--- src/rtl/wb_pkg.sv ---
// Shared types and widths for the register-file write-port arbiter.
package wb_pkg;
  localparam int REG_W  = 5;
  localparam int DATA_W = 32;
  localparam int NREGS  = 1 << REG_W;

  typedef struct packed {
    logic              we;
    logic [REG_W-1:0]  rd;
    logic [DATA_W-1:0] data;
  } wb_req_t;

  typedef enum logic {
    NORMAL = 1'b0,
    STARVE = 1'b1
  } arb_state_t;

  function automatic logic [NREGS-1:0] rd_onehot(input logic [REG_W-1:0] rd);
    rd_onehot = {{(NREGS-1){1'b0}}, 1'b1} << rd;
  endfunction
endpackage

--- src/rtl/lu_result_fifo.sv ---
// In-order FIFO of long-latency-unit results; also reports the set of
// destination registers held by valid entries.
module lu_result_fifo
  import wb_pkg::*;
#(
  parameter int DEPTH = 4
) (
  input  logic              clk,
  input  logic              rst,
  input  logic              push_i,
  input  logic [REG_W-1:0]  push_rd_i,
  input  logic [DATA_W-1:0] push_data_i,
  input  logic              pop_i,
  output logic              full_o,
  output logic              empty_o,
  output logic [REG_W-1:0]  head_rd_o,
  output logic [DATA_W-1:0] head_data_o,
  output logic [NREGS-1:0]  rd_mask_o
);
  localparam int AW = $clog2(DEPTH);

  logic [REG_W-1:0]  rd_q   [DEPTH];
  logic [DATA_W-1:0] data_q [DEPTH];
  logic [DEPTH-1:0]  valid_q;
  logic [AW-1:0]     wptr_q;
  logic [AW-1:0]     rptr_q;

  // Payload storage needs no reset: valid_q qualifies every slot.
  always_ff @(posedge clk) begin
    if (push_i) begin
      rd_q[wptr_q]   <= push_rd_i;
      data_q[wptr_q] <= push_data_i;
    end
  end

  always_ff @(posedge clk) begin
    if (rst) begin
      valid_q <= {DEPTH{1'b0}};
      wptr_q  <= {AW{1'b0}};
      rptr_q  <= {AW{1'b0}};
    end else begin
      if (push_i) begin
        valid_q[wptr_q] <= 1'b1;
        wptr_q          <= wptr_q + AW'(1);
      end
      if (pop_i) begin
        valid_q[rptr_q] <= 1'b0;
        rptr_q          <= rptr_q + AW'(1);
      end
    end
  end

  assign full_o      = &valid_q;
  assign empty_o     = ~|valid_q;
  assign head_rd_o   = rd_q[rptr_q];
  assign head_data_o = data_q[rptr_q];

  always_comb begin
    rd_mask_o = {NREGS{1'b0}};
    for (int i = 0; i < DEPTH; i++) begin
      if (valid_q[i]) begin
        rd_mask_o = rd_mask_o | rd_onehot(rd_q[i]);
      end else begin
        rd_mask_o = rd_mask_o;
      end
    end
  end
endmodule

--- src/rtl/wb_port_arbiter.sv ---
// Shares the register-file write port between the writeback stage (always wins)
// and queued long-latency results, with a starvation guard and pending mask.
module wb_port_arbiter
  import wb_pkg::*;
#(
  parameter int DEPTH        = 4,
  parameter int STARVE_LIMIT = 8
) (
  input  logic              clk,
  input  logic              rst,
  input  logic              wb_we,
  input  logic [REG_W-1:0]  wb_rd,
  input  logic [DATA_W-1:0] wb_data,
  input  logic              lu_valid,
  input  logic [REG_W-1:0]  lu_rd,
  input  logic [DATA_W-1:0] lu_data,
  output logic              lu_ready,
  output logic              rf_we,
  output logic [REG_W-1:0]  rf_waddr,
  output logic [DATA_W-1:0] rf_wdata,
  output logic              stall_req,
  output logic [NREGS-1:0]  pend_mask
);
  localparam int CW = $clog2(STARVE_LIMIT);

  logic              slot_busy_s;
  logic              push_s;
  logic              pop_s;
  logic              full_s;
  logic              empty_s;
  logic [REG_W-1:0]  head_rd_s;
  logic [DATA_W-1:0] head_data_s;
  logic [NREGS-1:0]  fifo_mask_s;
  wb_req_t           grant_s;
  wb_req_t           rf_q;
  logic              rf_lu_q;
  logic              stall_q;
  arb_state_t        state_q;
  logic [CW-1:0]     cnt_q;

  assign slot_busy_s = wb_we && (wb_rd != {REG_W{1'b0}});
  assign lu_ready    = !full_s;
  // rd0 results are acknowledged but never enter the queue.
  assign push_s      = lu_valid && !full_s && (lu_rd != {REG_W{1'b0}});
  assign pop_s       = !slot_busy_s && !empty_s;

  lu_result_fifo #(.DEPTH(DEPTH)) u_fifo (
    .clk         (clk),
    .rst         (rst),
    .push_i      (push_s),
    .push_rd_i   (lu_rd),
    .push_data_i (lu_data),
    .pop_i       (pop_s),
    .full_o      (full_s),
    .empty_o     (empty_s),
    .head_rd_o   (head_rd_s),
    .head_data_o (head_data_s),
    .rd_mask_o   (fifo_mask_s)
  );

  always_comb begin
    grant_s = '{we: 1'b0, rd: rf_q.rd, data: rf_q.data};
    if (slot_busy_s) begin
      grant_s = '{we: 1'b1, rd: wb_rd, data: wb_data};
    end else if (pop_s) begin
      grant_s = '{we: 1'b1, rd: head_rd_s, data: head_data_s};
    end else begin
      grant_s.we = 1'b0;
    end
  end

  always_ff @(posedge clk) begin
    if (rst) begin
      rf_q    <= '{we: 1'b0, rd: {REG_W{1'b0}}, data: {DATA_W{1'b0}}};
      rf_lu_q <= 1'b0;
    end else begin
      rf_q    <= grant_s;
      rf_lu_q <= pop_s;
    end
  end

  always_ff @(posedge clk) begin
    if (rst) begin
      state_q <= NORMAL;
      cnt_q   <= {CW{1'b0}};
      stall_q <= 1'b0;
    end else begin
      case (state_q)
        NORMAL: begin
          if (pop_s || empty_s) begin
            cnt_q <= {CW{1'b0}};
          end else if (cnt_q == CW'(STARVE_LIMIT - 1)) begin
            state_q <= STARVE;
            stall_q <= 1'b1;
            cnt_q   <= {CW{1'b0}};
          end else begin
            cnt_q <= cnt_q + CW'(1);
          end
        end
        STARVE: begin
          if (pop_s) begin
            state_q <= NORMAL;
            stall_q <= 1'b0;
            cnt_q   <= {CW{1'b0}};
          end else begin
            stall_q <= 1'b1;
          end
        end
        default: begin
          state_q <= NORMAL;
          stall_q <= 1'b0;
          cnt_q   <= {CW{1'b0}};
        end
      endcase
    end
  end

  assign rf_we     = rf_q.we;
  assign rf_waddr  = rf_q.rd;
  assign rf_wdata  = rf_q.data;
  assign stall_req = stall_q;
  assign pend_mask = fifo_mask_s | (rf_lu_q ? rd_onehot(rf_q.rd) : {NREGS{1'b0}});
endmodule

--- config.mk ---
export PLATFORM = sky130hd
export DESIGN_NAME = wb_port_arbiter
export DESIGN_NICKNAME = d
export VERILOG_FILES = /design/src/rtl/wb_pkg.sv /design/src/rtl/lu_result_fifo.sv /design/src/rtl/wb_port_arbiter.sv
export SDC_FILE = /design/constraint.sdc
export NUM_CORES = 1
export LEC_CHECK = 0
export ABC_AREA = 1
export CAP_MARGIN = 40
export CORE_MARGIN = 2
export CORE_UTILIZATION = 55
export CTS_CLUSTER_DIAMETER = 50
export DETAILED_ROUTE_END_ITERATION = 7
export HOLD_SLACK_MARGIN = 0.05
export PLACE_DENSITY = 0.81
export SETUP_SLACK_MARGIN = 0.1
export SLEW_MARGIN = 5
export SYNTH_ARGS = -nofsm -noshare
export SYNTH_HDL_FRONTEND = slang
export SYNTH_HIERARCHICAL = 1
export SYNTH_SLANG_ARGS = --single-unit
--- constraint.sdc ---
create_clock -name clk -period 2.5 [get_ports clk]
set_clock_uncertainty 0.2 [all_clocks]
set_input_delay 0.625 -clock clk [delete_from_list [all_inputs] [get_ports clk]]
set_output_delay 0.625 -clock clk [all_outputs]
set_load 0.02 [all_outputs]
==> metrics.md <==
| Metric | Value |
|---|---|
| Status | `finished, violations left` |
| Failing checks | `setup timing` |
| NetSw | `between 2 and 2.5 mW` |
| Starting Density | `55.8%` |
| Slew Limit Fails | `0` |
| Static Leak | `between 5 and 6 nW` |
| Initial antenna violation count | `0` |
| Maximum vdd drop | `between 0.0007 and 0.0008 V` |
| Area leader, netlist | `edfxtp_1` |
| Fin cells | `roughly 1700` |
| Worst hold slack | `between 200 and 300 ps` |
| RD Place Congestion | `~1.0` |
| Largest net degree at the start of global routing | `75` |
| Clk network pwr share | `38.2%` |
| Post-synthesis cell area | `~10000 um2` |
| First-pass GRT wire length | `48.5 mm` |
| Worst-case clock buffer depth | `3` |
| Clock-pin slew on the worst setup and hold paths | `approximately 60 ps` |
| Placed cells | `about 1600` |
| Yosys Warn Count | `6` |
| Fin util | `76.8%` |
| Full die area | `about 20000 um2` |
| CP Class | `flop to primary output` |
| Final setup viols | `32` |
| Register share of total power | `around 43%` |
| Sw Ratio | `between 20 and 30%` |
| Grt ovf | `0` |
| Area post-placement | `around 13000 um2` |
| Pre-CTS setup slack | `-288 ps` |
| Req. time, crit path | `roughly 1700 ps` |
| Layout area overhead | `37.6%` |
| Ant. Diodes | `0` |
| Drt initial violations | `between 800 and 900` |
| Worst Min Path Start | `cnt_q[2]` |
| Via density | `5.66` |
| # rows | `50` |
| Commonest cells post-synth | `263 x nor2_1, 171 x nand2_1, 148 x edfxtp_1` |
| Post-Syn Nets | `approximately 1300` |
| Clk sink count | `about 200` |
| Mapped Cells | `about 1200` |
| Total GRT Usage | `30.7%` |
| Fin. Hold Viols | `0` |
| Root Buffer | `clkbuf_16` |
| Worst setup EP type | `primary output` |
| Port bufs | `around 150` |
| Synth top area share | `42.9%` |
| Post-CTS Hold Buffers | `0` |
| Worst r2r src | `u_fifo/valid_q[3]` |
| Count leader, synth | `nor2_1` |
| TritonCTS Buffers | `22` |
| Fill count | `1221` |
| Die Ht | `approximately 140 um` |
| Final Cycle Share | `115%` |
| Yosys reg bits | `slightly above 200` |
| Max Cap Viol | `0` |
| Worst reg2reg endpoint | `rf_wdata[1]` |
| Max_slew headroom | `roughly 55%` |
| Worst hold path type | `flop to flop` |
| Ratio of cells with drive above 1 in the final layout | `26.0%` |
| Register area share after synthesis | `53.3%` |
| Nets | `1527` |
| Htree depth | `1` |
| Final worst setup slack | `-366 ps` |
| DR vias | `roughly 9600` |
| Clock Latency Late Sink | `approximately 500 ps` |
| Worst hold endpoint | `cnt_q[2]` |
| Crit Path Max Fanout | `3` |
| Post-synth EDFFs | `148` |
| Area contributors post-synth | `edfxtp_1 43%, dfxtp_1 10%, nor2_1 9.5%` |
| Routed Antenna Nets | `0` |
| # DRC | `0` |
| CTS tree | `built` |
| I/O Pins | `150` |
| DR pass1 iterations | `5` |
| Min Tclk post-route | `2870 ps` |
| Ys async rst share | `0%` |
| Area occupied by registers | `roughly 5500 um2` |
| Vias in the first global route | `about 9400` |
| Setup TNS | `-8930 ps` |
| Avg WL per Cell | `18.7 um` |
| Startpoint types | `flop` |
| Post-DP HPWL | `~21 mm` |
| Hold path depth | `2` |
| Unrepaired setup endpoints after global routing | `true` |
| Final wirelength | `about 32 mm` |
| Dominant synthesized flop cell | `edfxtp_1` |
| Fmax | `0.349 GHz` |
| Synth unique cells | `32` |
| Combinational power share | `between 10% and 20%` |
| Int Pwr | `6.54 mW` |
| Avg Cell Area, Syn | `approximately 8.7 um2` |
| Total power | `8.94 mW` |
| R2R depth | `9` |
| Multi-input logic area | `4450 um2` |
| Core area | `about 19000 um2` |
| Reg-to-reg slack, setup | `350 ps` |
| Slew @ Worst Pin | `669 ps` |
| PD cells | `627 nW/um2` |
| Fin area | `roughly 14000 um2` |
| Arr. time, crit path | `around 2000 ps` |
| Die W | `141 um` |
sequential cells by signal, indices dropped and copies added, names as in the netlist, named ones only:
register / cells
rf_wdata: 32
u_fifo/rd_q: 20
u_fifo/wptr_q: 2
u_fifo/data_q: 128
rf_we: 1
cnt_q: 3
u_fifo/valid_q: 4
state_q: 1
u_fifo/rptr_q: 2
rf_lu_q: 1
stall_req: 1
rf_waddr: 5
power by group through the flow:
stage / combinational, mW / sequential (mW) / clock [mW]
floorplan: 0.836 / 4.00 / 0
global placement: 1.49 / 3.94 / 0
detailed placement: 1.53 / 3.95 / 0
CTS: 1.60 / 3.87 / 3.44
global route: 1.79 / 3.89 / 3.56
finish: 1.65 / 3.88 / 3.41
final cells by class:
type	count	area share (%)
inverter	115	3.15
tap	234	2.05
sequential	202	38.8
timing repair buffer	294	19.4
multi-input combinational	804	31.2
clock inverter	8	0.921
clock buffer	32	4.48
kinds of logic after synthesis:
group,after synthesis,synth area share (%)
AOI/OAI and AO/OA,156,8.94
DFF,202,53.3
adders and majority gates,10,1.21
and+or+nand+nor,638,28.0
buffers and inverters,182,8.60
layout by cell type (no fill, tap or decap), drive strengths merged:
| cell type | n |
|---|---|
| o22ai | 37 |
| a211oi | 2 |
| nor2 | 272 |
| ha | 10 |
| a21oi | 7 |
| dfxtp | 54 |
| clkinv | 3 |
| clkdlybuf4s50 | 111 |
| bufinv | 3 |
| edfxtp | 148 |
| nand3 | 118 |
| clkbuf | 32 |
| nand4 | 43 |
| dlygate4sd2 | 3 |
| nor3 | 27 |
| buf | 179 |
| clkinvlp | 1 |
| o21bai | 32 |
| nand2 | 176 |
| a221oi | 4 |
| o21ai | 74 |
| nor4 | 2 |
| inv | 116 |
| dlymetal6s2s | 1 |
worst max path at each step:
stage / from / end / cells past startpoint
2_1_floorplan: lu_rd[3] / u_fifo/data_q[0][0] / 6
3_3_place_gp: u_fifo/rd_q[1][1] / pend_mask[21] / 7
3_5_place_dp: u_fifo/rd_q[1][1] / pend_mask[21] / 7
4_1_cts: u_fifo/rd_q[3][0] / pend_mask[11] / 7
5_1_grt: u_fifo/rd_q[0][1] / pend_mask[13] / 9
6_report: u_fifo/rd_q[0][1] / pend_mask[13] / 9
repair_timing:
item	in CTS	in global routing
pin swaps	54	54
buffers inserted	21	3
endpoints found under the setup margin	36	34
gates resized for setup	263	76
worst max-delay path: stages (launching register included):
cell and delay, ps:
edfxtp_1 430, buf_6 160, inv_4 50, buf_6 90, nand4_1 120, nor2_1 170, nor2_1 80, nand2_1 130
o21bai_1 150, buf_4 170
routing by layer:
layer / GRT usage (%) / share of wire, %
met1: 39.8 / 40
met2: 53.0 / 49
met3: 4.59 / 7.8
met4: 10.2 / 3.2
met5: 0 / 0
Power figures use the tool's default switching activity.
